### src/rtl/burst_index_gen.sv
// -----------------------------------------------------------------------------
// burst_index_gen
//
// Burst source: accepts one start request carrying a length, a base address and
// a stride, then emits cfg_len+1 beats under a valid/ready handshake. Each beat
// carries its index, the address base + idx*stride (mod 2^ADDR_WIDTH) and a last
// flag on the final beat. A one-cycle done pulse follows the final transfer.
//
// Optional feature (compile-time macro BURST_GEN_ABORT_EN):
//   adds input abort and output aborted. Abort in RUN ends the burst at once,
//   pulses aborted for one cycle and suppresses done. Ignored in IDLE.
//
// Ports:
//   clk         clock, rising edge
//   rst_n       asynchronous active-low reset
//   start_vld   burst request
//   start_rdy   request accepted when start_vld && start_rdy (high in IDLE)
//   cfg_len     beats minus one, sampled on the start handshake
//   cfg_base    address of beat 0, sampled on the start handshake
//   cfg_stride  address increment per beat, sampled on the start handshake
//   out_vld     beat valid
//   out_rdy     sink ready
//   out_idx     beat index 0..len
//   out_addr    beat address
//   out_last    high on the final beat
//   busy        high while a burst is in progress
//   done        one-cycle pulse after the final beat transfers
//   abort       (BURST_GEN_ABORT_EN only) terminate the running burst
//   aborted     (BURST_GEN_ABORT_EN only) one-cycle pulse after an abort
// -----------------------------------------------------------------------------
module burst_index_gen #(
  parameter int CNT_WIDTH  = 4,
  parameter int ADDR_WIDTH = 16
) (
  input  logic                  clk,
  input  logic                  rst_n,
  input  logic                  start_vld,
  output logic                  start_rdy,
  input  logic [CNT_WIDTH-1:0]  cfg_len,
  input  logic [ADDR_WIDTH-1:0] cfg_base,
  input  logic [ADDR_WIDTH-1:0] cfg_stride,
  output logic                  out_vld,
  input  logic                  out_rdy,
  output logic [CNT_WIDTH-1:0]  out_idx,
  output logic [ADDR_WIDTH-1:0] out_addr,
  output logic                  out_last,
  output logic                  busy,
  output logic                  done
`ifdef BURST_GEN_ABORT_EN
  ,
  input  logic                  abort,
  output logic                  aborted
`endif
);

  typedef enum logic {
    IDLE = 1'b0,
    RUN  = 1'b1
  } state_t;

  state_t                state;
  logic [CNT_WIDTH-1:0]  len_q;
  logic [ADDR_WIDTH-1:0] stride_q;
  logic [CNT_WIDTH-1:0]  idx_next;
  logic                  beat_xfer;

  // Requests are only taken between bursts; a request raised during RUN
  // simply waits for the next IDLE cycle.
  assign start_rdy = (state == IDLE);
  assign beat_xfer = out_vld && out_rdy;
  assign idx_next  = out_idx + CNT_WIDTH'(1);

  // NOTE: every register here, including the captured config, is reset and
  // updated with non-blocking assignments so all of them see the same
  // pre-edge values regardless of statement order.
  always_ff @(posedge clk or negedge rst_n) begin
    if (!rst_n) begin
      state    <= IDLE;
      len_q    <= '0;
      stride_q <= '0;
      out_vld  <= 1'b0;
      out_idx  <= '0;
      out_addr <= '0;
      out_last <= 1'b0;
      busy     <= 1'b0;
      done     <= 1'b0;
`ifdef BURST_GEN_ABORT_EN
      aborted  <= 1'b0;
`endif
    end else begin
      // Pulses default low and are raised only on the cycle they apply.
      done <= 1'b0;
`ifdef BURST_GEN_ABORT_EN
      aborted <= 1'b0;
`endif
      case (state)
        IDLE: begin
          if (start_vld) begin
            len_q    <= cfg_len;
            stride_q <= cfg_stride;
            out_idx  <= '0;
            out_addr <= cfg_base;
            out_last <= (cfg_len == '0);
            out_vld  <= 1'b1;
            busy     <= 1'b1;
            state    <= RUN;
          end
        end

        RUN: begin
`ifdef BURST_GEN_ABORT_EN
          // Abort overrides any same-cycle transfer, including the last one;
          // index and address keep the values of the beat on the bus.
          if (abort) begin
            out_vld  <= 1'b0;
            out_last <= 1'b0;
            busy     <= 1'b0;
            aborted  <= 1'b1;
            state    <= IDLE;
          end else
`endif
          if (beat_xfer) begin
            if (!out_last) begin
              out_idx  <= idx_next;
              out_addr <= out_addr + stride_q;  // wraps silently
              out_last <= (idx_next == len_q);
            end else begin
              // Index and address keep the final beat's values until the
              // next start.
              out_vld  <= 1'b0;
              out_last <= 1'b0;
              busy     <= 1'b0;
              done     <= 1'b1;
              state    <= IDLE;
            end
          end
        end

        default: state <= IDLE;
      endcase
    end
  end

endmodule

### config.mk
export PLATFORM = sky130hd
export DESIGN_NAME = burst_index_gen
export DESIGN_NICKNAME = d
export VERILOG_FILES = /design/src/rtl/burst_index_gen.sv
export SDC_FILE = /design/constraint.sdc
export NUM_CORES = 1
export LEC_CHECK = 0
export CAP_MARGIN = 5
export CORE_MARGIN = 5
export CORE_UTILIZATION = 37
export CTS_CLUSTER_SIZE = 8
export DETAILED_ROUTE_END_ITERATION = 10
export DONT_BUFFER_PORTS = 1
export GPL_TIMING_DRIVEN = 0
export PLACE_DENSITY_LB_ADDON = 0.2
export SYNTH_ARGS = -nofsm -noshare
export SYNTH_HDL_FRONTEND = slang
export SYNTH_SLANG_ARGS = --single-unit
export TNS_END_PERCENT = 50
### constraint.sdc
create_clock -name clk -period 4.7 [get_ports clk]
set_input_delay 0.94 -clock clk [delete_from_list [all_inputs] [get_ports clk]]
set_output_delay 0.94 -clock clk [all_outputs]
set_load 0.005 [all_outputs]
Word-level counts from Yosys, hierarchy flattened
Cells that the tools add are included.
Widths: inputs -> output; s select.
- register bits: 44
- bits in latches: 0
- memory bits (writable): 0
- ROM bits: 0
- bits of input ports: 40
- output and inout port bits: 25
- memories kept: 0
- $add $sub $neg: 2
- $mul: 0
- divide/modulo/power cells: 0
- magnitude comparators: 0
- equality and inequality tests: 5
- shift operators: 0
- muxes and demuxes: 23
- bitwise operators: 1
- reductions and logical operators: 6
- operators with widths (kind ; count):
    $mux 16 ; 3
    $pmux 16 s2 ; 1
    $add 16x16->16 ; 1
    $mux 1 ; 12
    $mux 4 ; 3
    $pmux 4 s2 ; 1
    $ne 2x2->1 const B ; 3
    $pmux 1 s2 ; 3
    $reduce_and 3->1 ; 2
    $add 4x1->4 const B ; 1
    $eq 4x4->1 ; 1
    $logic_not 4->1 ; 1
    $reduce_and 2->1 ; 2
    $ne 2x1->1 const B ; 1
    $logic_and 1x1->1 ; 1
    $not 1->1 ; 1

Longest topological paths before layout
- depth after elaboration: 5
- depth in mapped cells: 9
- mapped depth without buffers: 9

Worst setup path before layout
OpenSTA, ideal clock, no wires.
- kind: register to register
- from: register out_addr[3]
- to: register out_addr[15]
- setup time: 124 ps
- data arrival time: 2126 ps
- required time: 4576 ps
- setup slack: 2450 ps
- cell stages (with the launch flop): 9
- path buffers: 0
- clock period less this slack: 2250 ps
- cell sequence: dfrtp_1 ha_1 a21oi_2 o21bai_2 a221o_1 a31oi_4 mux2i_1 mux2i_1 a211o_1
- word-level cells in the longest chain between the ends: 4
- RTL lines (element ; line ; text):
    start: declaration ; 45 ; output logic [ADDR_WIDTH-1:0] out_addr,
    start signal: assignment ; 102 ; out_addr <= cfg_base;
    start signal: assignment ; 125 ; out_addr <= out_addr + stride_q;
    $add 16x16->16 ; 125 ;
    $mux 16 ; 123 ; if (!out_last) begin
    $mux 16 ; 122 ; if (beat_xfer) begin
    $pmux 16 s2 ; 96 ; case (state)
Every way passes these cells. The select of a mux whose other input is x is not followed.
A chain may end at the register's enable or synchronous reset.

Worst setup path in the final report
- from: register out_addr[0]
- to: register out_addr[10]
The elaborated chain is that of the path after synthesis.

==> flow_summary.toml <==
[global_route]
grt_overflow = 0
grt_pass1_vias = 2106
grt_max_degree = 45
antenna_found_initial = 2
track_usage = 0.164
grt_pass1_wl_mm = 11.3

[detailed_routing]
ant_nets = 0
drtIter0Drc = 129
viasPerCell = 5.34
wl_mm = 7.07
wl_per_cell_microns = 17.4
first_pass_iters = 4
drcViolationCount = 0
via_count = 2175

[sta]
finalCriticalPeriod_ns = 2.55
hold_viol = 0
fin_tns_setup_ns = 0
max_freq_mhz = 392
slew_headroom = 0.572
whs_ns = 0.326
setup_violations = 0
worstMarginPinSlew_ns = 0.642
setup_ws_ns = 2.15
rsz0062_at_grt = "no"
drv_slew = 0
finalCritPeriodShare = 0.542
clock-skew-final_ns = 0.00900

[logic_synthesis]
synthSimpleGateAreaFrac = 0.209
synth-seq-cells = 44
ys_seq_area_frac = 0.416
netlist_area_sq_um = 2650
synthFlopType = "dfrtp_1"
async_reset_ff_frac = 1.00
synthCells = 302
yosysWarnings = 0
yosysUniqueCellTypes = 50
yosys.area_share.adder = 0.0831
synth_compound_area_frac = 0.176
synth-edff-count = 0
avgSynthCellArea_sq_um = 8.77
syn-num-nets = 359
synth_xor_area_frac = 0.0529
yosys-mux-area-fraction = 0.0340
synth_top_family_by_area = "simple AND/OR/NAND/NOR gates"

[power]
swShare = 0.446
p_leak_nw = 1.41
p_total_mw = 2.38
sequentialPowerShare = 0.304
power_frac_comb = 0.559
power_density_nw_per_um2 = 821
ir_drop_v = 0.000317
p_int_mw = 1.32
p_sw_mw = 1.06
p_clk_frac = 0.137

[critical_path]
critPathMaxStageDelay_ns = 0.42
path_class = "flip-flop to flip-flop"
cp-start-kind = "flip-flop"
r2r_start = "out_addr[0]"
worstPathMaxFanout = 4
path_buf_inv = 0
path_delay_family = "compound AO/OA/AOI/OAI gates"
crit_arrival_ns = 2.74
r2r_end = "out_addr[10]"
end_kind = "flip-flop"
crit_start = "out_addr[0]"
cp.depth = 9
endpoint = "out_addr[10]"
reg2reg_depth = 9
critPathRequiredTime_ns = 4.89
path_cells = "ha_1 > fa_1 > a21o_1 > a21oi_1 > o21ai_0 > nand2_1 > a21boi_1 > mux2i_1 > a211o_1"
ff2ff_setup_slack_ns = 2.15
cp_slowest_cell = "dfrtp_1"

[clock_network]
clk_latency_ns = 0.30
tritoncts = "built"
h-tree-depth = 2
cts-hold-fix-buffers = 0
root_buffer = "clkbuf_8"
clk_path_buf_depth = 2
clk_pin_slew_ns = 0.09
postCtsResizedCells = 0
cts_buffers = 5
post_cts_buffers = 0
clock_sinks = 44

[finish]
fin_area_sq_um = 2900
fin_util = 0.422
stdcell_count = 407
drive_above_1_share = 0.0516
area_growth_pct = 9.40
nets = 366

[die]
core_sq_um = 6870
num_rows = 30
die_h_microns = 94.6
initial_core_util = 0.386
die-area_sq_um = 8950
io_pins = 65
die_w_microns = 94.6

[placed_design]
gp_congestion = 0.851
dp_cells = 398
place_ws_ns = 2.15
dpl_cell_area_sq_um = 2770
dp_hpwl_mm = 5.35
portBuffers = 0

[status]
outcome = "completed"

[worst_hold_path]
holdCritPathClass = "primary input to asynchronous set/reset pin"

[run]
drv_cap = 0
[how the worst min path moves through the flow]
| stage | start | to | slack [ns] |
|---|---|---|---|
| 5_1_grt | rst_n | out_addr[13] | 0.31 |
| 2_1_floorplan | stride_q[0] | stride_q[0] | 0.45 |
| 3_5_place_dp | stride_q[14] | stride_q[14] | 0.47 |
| 3_3_place_gp | stride_q[2] | stride_q[2] | 0.47 |
| 4_1_cts | rst_n | out_addr[13] | 0.32 |
| 6_report | rst_n | out_addr[13] | 0.33 |
[cells by family (layout without fill, tap and decap cells)]
kind of cell / count (synthesis) / count (layout)
fa+ha+maj: 17 / 17
simple gates: 125 / 125
flops: 44 / 44
xor+xnor: 16 / 16
buf+inv: 19 / 27
other cells: 0 / 1
compound gates: 72 / 72
mux: 9 / 9
[layout make-up]
class	instances	area, sq um
sequential	44	1100
clock inverter	1	30.0
tap	96	120
buffer	13	55.1
multi-input combinational	239	1470
clock buffer	7	96.3
antenna	1	2.50
fill	727	3970
inverter	6	22.5
[flip-flops by register name, indices dropped and copies added, names as in the netlist]
name and cells:
out_addr 16, stride_q 16, len_q 4, out_idx 4, busy 1, done 1
out_last 1, state 1
[Yosys cell counts (2+ instances only)]
cell type   n  area, sq um
inv_1       6         22.5
a221oi_1    2         17.5
o21ai_0    21          105
clkbuf_1    7         26.3
buf_2       2         10.0
ha_1       16          200
or3_1       2         12.5
mux2i_1     9         90.1
dfrtp_1    44         1100
xor2_1      6         52.6
a31oi_1     2         12.5
nor2_1      9         33.8
a21o_1      4         30.0
nand2_1    84          315
xnor2_1    10         87.6
a22oi_1     2         15.0
nor4_1      4         25.0
nor2b_1     4         25.0
a211o_1     3         26.3
o22ai_1     2         12.5
o21bai_1    2         15.0
buf_1       3         11.3
nand2b_1    2         12.5
nand3_1     7         35.0
and3_1      5         31.3
nor3_1      2         10.0
a21oi_1    19         95.1
[power groups by stage]
stage | Clock, mW | Sequential [mW] | Combinational (mW)
after floorplan | 0 | 0.677 | 1.09
after global placement | 0 | 0.734 | 1.30
after detailed placement | 0 | 0.738 | 1.33
after CTS | 0.333 | 0.730 | 1.34
after global routing | 0.346 | 0.754 | 1.51
final | 0.326 | 0.722 | 1.33
[layer usage]
layer / wire (microns) / global-route usage / up-vias
li1: - / - / 1076
met1: 3100 / 0.221 / 1027
met2: 3260 / 0.257 / 59
met3: 640 / 0.0550 / 9
met4: 55 / 0.0325 / 4
met5: 14 / 0 / -
[placed cells by master (no fill, tap or decap), types with 3 or more instances in the layout]
| cell | netlist | final |
|---|---|---|
| o21ai_0 | 21 | 21 |
| a21oi_1 | 19 | 19 |
| xnor2_1 | 10 | 10 |
| nand3_1 | 7 | 7 |
| a211o_1 | 3 | 3 |
| ha_1 | 16 | 16 |
| nor2b_1 | 4 | 4 |
| xor2_1 | 6 | 6 |
| buf_1 | 3 | 3 |
| nor2_1 | 9 | 9 |
| clkbuf_8 | 0 | 7 |
| mux2i_1 | 9 | 9 |
| inv_1 | 6 | 6 |
| clkbuf_1 | 7 | 7 |
| and3_1 | 5 | 5 |
| a21o_1 | 4 | 4 |
| nor4_1 | 4 | 4 |
| nand2_1 | 84 | 84 |
| dfrtp_1 | 44 | 44 |
Power figures use the tool's default switching activity.
